[src/rtl/qsys_sysid_checker_pkg.sv]
// Shared types and constants for the sysid checker.
// State encoding, sysid word addresses and counter width.
package qsys_sysid_checker_pkg;

    typedef enum logic [2:0] {
        IDLE,
        ID_REQ,
        ID_WAIT,
        TS_REQ,
        TS_WAIT,
        DONE
    } state_e;

    localparam logic ADDR_ID = 1'b0;
    localparam logic ADDR_TS = 1'b1;
    localparam int   CNT_W   = 16;

    function automatic logic is_busy(state_e s);
        return !(s == IDLE || s == DONE);
    endfunction

endpackage

[src/rtl/qsys_sysid_timeout_cnt.sv]
// Per-transaction cycle counter with saturation.
// tc flags that the transaction has used its full cycle budget.
module qsys_sysid_timeout_cnt
    import qsys_sysid_checker_pkg::*;
#(
    parameter int unsigned MAX = 255
) (
    input  logic clock,
    input  logic reset_n,
    input  logic clear,
    input  logic enable,
    output logic tc
);

    logic [CNT_W-1:0] cnt_q;

    always_ff @(posedge clock or negedge reset_n) begin
        if (!reset_n) begin
            cnt_q <= '0;
        end else if (clear) begin
            cnt_q <= '0;
        end else if (enable && cnt_q != {CNT_W{1'b1}}) begin
            cnt_q <= cnt_q + 1'b1;
        end
    end

    assign tc = (cnt_q == CNT_W'(MAX));

endmodule

[config.mk]
export PLATFORM = sky130hd
export DESIGN_NAME = qsys_sysid_timeout_cnt
export DESIGN_NICKNAME = d
export VERILOG_FILES = /design/src/rtl/qsys_sysid_checker_pkg.sv /design/src/rtl/qsys_sysid_timeout_cnt.sv
export SDC_FILE = /design/constraint.sdc
export NUM_CORES = 1
export LEC_CHECK = 0
export BUFFER_PORTS_ARGS = -buffer_cell sky130_fd_sc_hd__buf_2
export CORE_MARGIN = 5
export CORE_UTILIZATION = 58
export DETAILED_ROUTE_END_ITERATION = 12
export MAX_ROUTING_LAYER = met4
export PLACE_DENSITY = 0.76
export SYNTH_ARGS = -nofsm -noshare
export SYNTH_HDL_FRONTEND = slang
export SYNTH_SLANG_ARGS = --single-unit
[constraint.sdc]
create_clock -name clock -period 2.07 [get_ports clock]
set_input_delay 0.207 -clock clock [delete_from_list [all_inputs] [get_ports clock]]
set_output_delay 0.207 -clock clock [all_outputs]
set_load 0.01 [all_outputs]
==> impl_metrics.toml <==
[status]
outcome = "finished clean"

[layout]
final_common_cell = "dfrtp_1"
regMostFlops = "cnt_q"
num-nets-final = 110
regArea_um2 = 400
largest_reg_flops = 16
multiInputGateArea_um2 = 507
layout-drive-gt1-share_pct = 21.4
num_antenna_cells = 0
n_fill_cell = 125
area_growth_pct = 5.12
top_regs = "cnt_q (16)"
layout_common_cells = "dfrtp_1 (16), o21ai_1 (7)"

[timing]
rsz0062_at_grt = "false"
finClkSkew_ps = 5.31
timing.slew.headroom_pct = 75.1
slew_viol_final = 0
post-route-min-period_ps = 1930
fin_crit_sh_pct = 93.1
hold_viol_final = 0
clock.fmax_ghz = 0.519
hold_ws_ps = 314
setup_viol = 0
worst_pin_slew_ps = 374
fin_tns_setup_ps = 0

[critical_path]
worstSetupPathType = "reg2reg"
regToRegSetupSlack_ps = 140
worstPathCellList = "ha_1 -> nand4_2 -> o41ai_4 -> buf_4 -> mux2i_1 -> nor2_1"
crit_slowest_cell = "dfrtp_1"
critical-path-top-delay-family = "flip-flops"
start_kind = "flop"
crit_buf_inv = 1
slowest_delay_ps = 420
crit_start = "cnt_q[0]$_DFFE_PN0P_"
arrival_ps = 2080
endpoint_kind = "flop"
critPathRequiredTime_ps = 2230
cp_max_fo = 16
timing.rr.start = "cnt_q[0]$_DFFE_PN0P_"

[global_route]
grt_use_total_pct = 17.5
grt_max_degree = 18
grt_pass1_wl_um = 3390
antenna_found_initial = 0
grt_overflow = 0
grt_pass1_vias = 718

[drt]
drcViolationCount = 0
dr_total_vias = 782
wl_per_cell_um = 16.4
drtPass1Iterations = 4
first_iter_violations = 18
via_per_inst = 6.57
drt_wl_total_um = 1950
ant_nets = 0

[place]
io_buffer_count = 4
dp_hpwl_um = 1370
place_congestion = 0.853

[clocking]
cts_buffers = 3
post_cts_buffers = 0
cts_htree_levels = 1
path_clk_slew_ps = 90
clock-sinks = 16
root_buffer = "clkbuf_4"
clkLatencyLatePin_ps = 280
clk_path_buf_depth = 2
cts.repair.resized = 0
cts_tree = "done"

[logic_synthesis]
ys_types = 27
syn_avg_cell_area_um2 = 9.83
ys_seq_elements = 16
syn_inst = 97
synth_flop_cell = "dfrtp_1"
synth_area_leader_cell = "dfrtp_1"
synthArstFlopShare_pct = 100
ys_warn_count = 0
yosysSeqAreaShare_pct = 42.0
synth_top_cell_area_share_pct = 42.0
synth_edf_count = 0
synth_nets = 102
synthTopCellsByArea = "dfrtp_1 (42%), a21oi_2 (5.5%), nand4_1 (3.9%), o31ai_1 (3.9%), or3_2 (3.9%)"
syn_area_um2 = 953

[pwr]
powerDensity_mw_per_mm2 = 519
irDropWorstVdd_mv = 0.493
leakage_nw = 0.416

[die]
die_area_mm2 = 0.00255
coreArea_mm2 = 0.00154
dieWidth_um = 50.5
num_io_pins = 5
rows = 14
initial_core_util_pct = 61.9
die_h_um = 50.5

[hold_path]
hold_path_class = "in2reg"
min_from = "clear"

[run]
cap_violations = 0
## logic make-up (layout without fill, tap and decap cells)
kind of cell             Yosys count  in the layout  share of synthesized area (%)
AO/OA/AOI/OAI                     25             25                           19.2
XOR/XNOR                           1              1                          0.919
adder cells (fa/ha/maj)            1              1                           1.31
buffers and inverters              6             12                           4.86
flip-flops                        16             16                           42.0
multiplexers                       3              3                           3.28
AND/OR/NAND/NOR                   45             45                           28.5
## metrics by stage
stage / power (mW) / cell area [µm²] / utilization, % / worst slack [ps] / std cells
floorplan: 0.355 / 953 / - / 164 / 97
global placement: 0.364 / 970 / 62.9 / 253 / 115
detailed placement: 0.365 / 970 / 62.9 / 173 / 115
CTS: 0.525 / 1000 / 65.0 / 152 / 119
global route: 0.548 / 1000 / 65.0 / 13.6 / 119
finish: 0.520 / 1000 / 65.0 / 143 / 119
## layer usage
metal,global-route usage (%),share of wire (%),routed length (µm)
met5,-,0,0
met4,2.98,0,0
met3,6.51,3.7,73
met2,25.2,47,912
met1,23.9,49,961
## worst paths after layout
check,depth (start not counted),endpoint
min reg2reg,2,cnt_q[11]$_DFFE_PN0P_
min,2,cnt_q[12]$_DFFE_PN0P_
max,6,cnt_q[1]$_DFFE_PN0P_
min in group asynchronous,2,cnt_q[5]$_DFFE_PN0P_
max reg2reg,6,cnt_q[1]$_DFFE_PN0P_
max in group asynchronous,2,cnt_q[10]$_DFFE_PN0P_
## report_power, final
part / total (mW) / switching, mW / internal, mW
registers: 0.322 / 0.00548 / 0.316
logic: 0.0390 / 0.0259 / 0.0131
clock network: 0.160 / 0.0922 / 0.0676
total: 0.520 / 0.124 / 0.397
## synthesized netlist by cell type, types with 3 or more instances
cell / n
nor4_1: 3
or4_1: 5
nand3_1: 5
o21ai_1: 7
nand4_1: 6
o31ai_1: 5
a21oi_1: 6
dfrtp_1: 16
nand2_1: 6
or3_2: 5
nor2_1: 5
a21oi_2: 6
and3_1: 3
## cell type report
cell class,instances,area share (%)
multi-input cells,75,50.6
flip-flops and latches,16,40.0
repair buffers,7,4.49
clock buffers,3,2.25
well taps,16,2.00
inverters,2,0.749
## what timing repair did
action | 4_1_cts | 5_1_grt
endpoints found under the hold margin | 16 | 0
hold buffers | 1 | 0
endpoints found under the setup margin | 0 | 0
No activity file was read; power rests on OpenSTA's default activity.
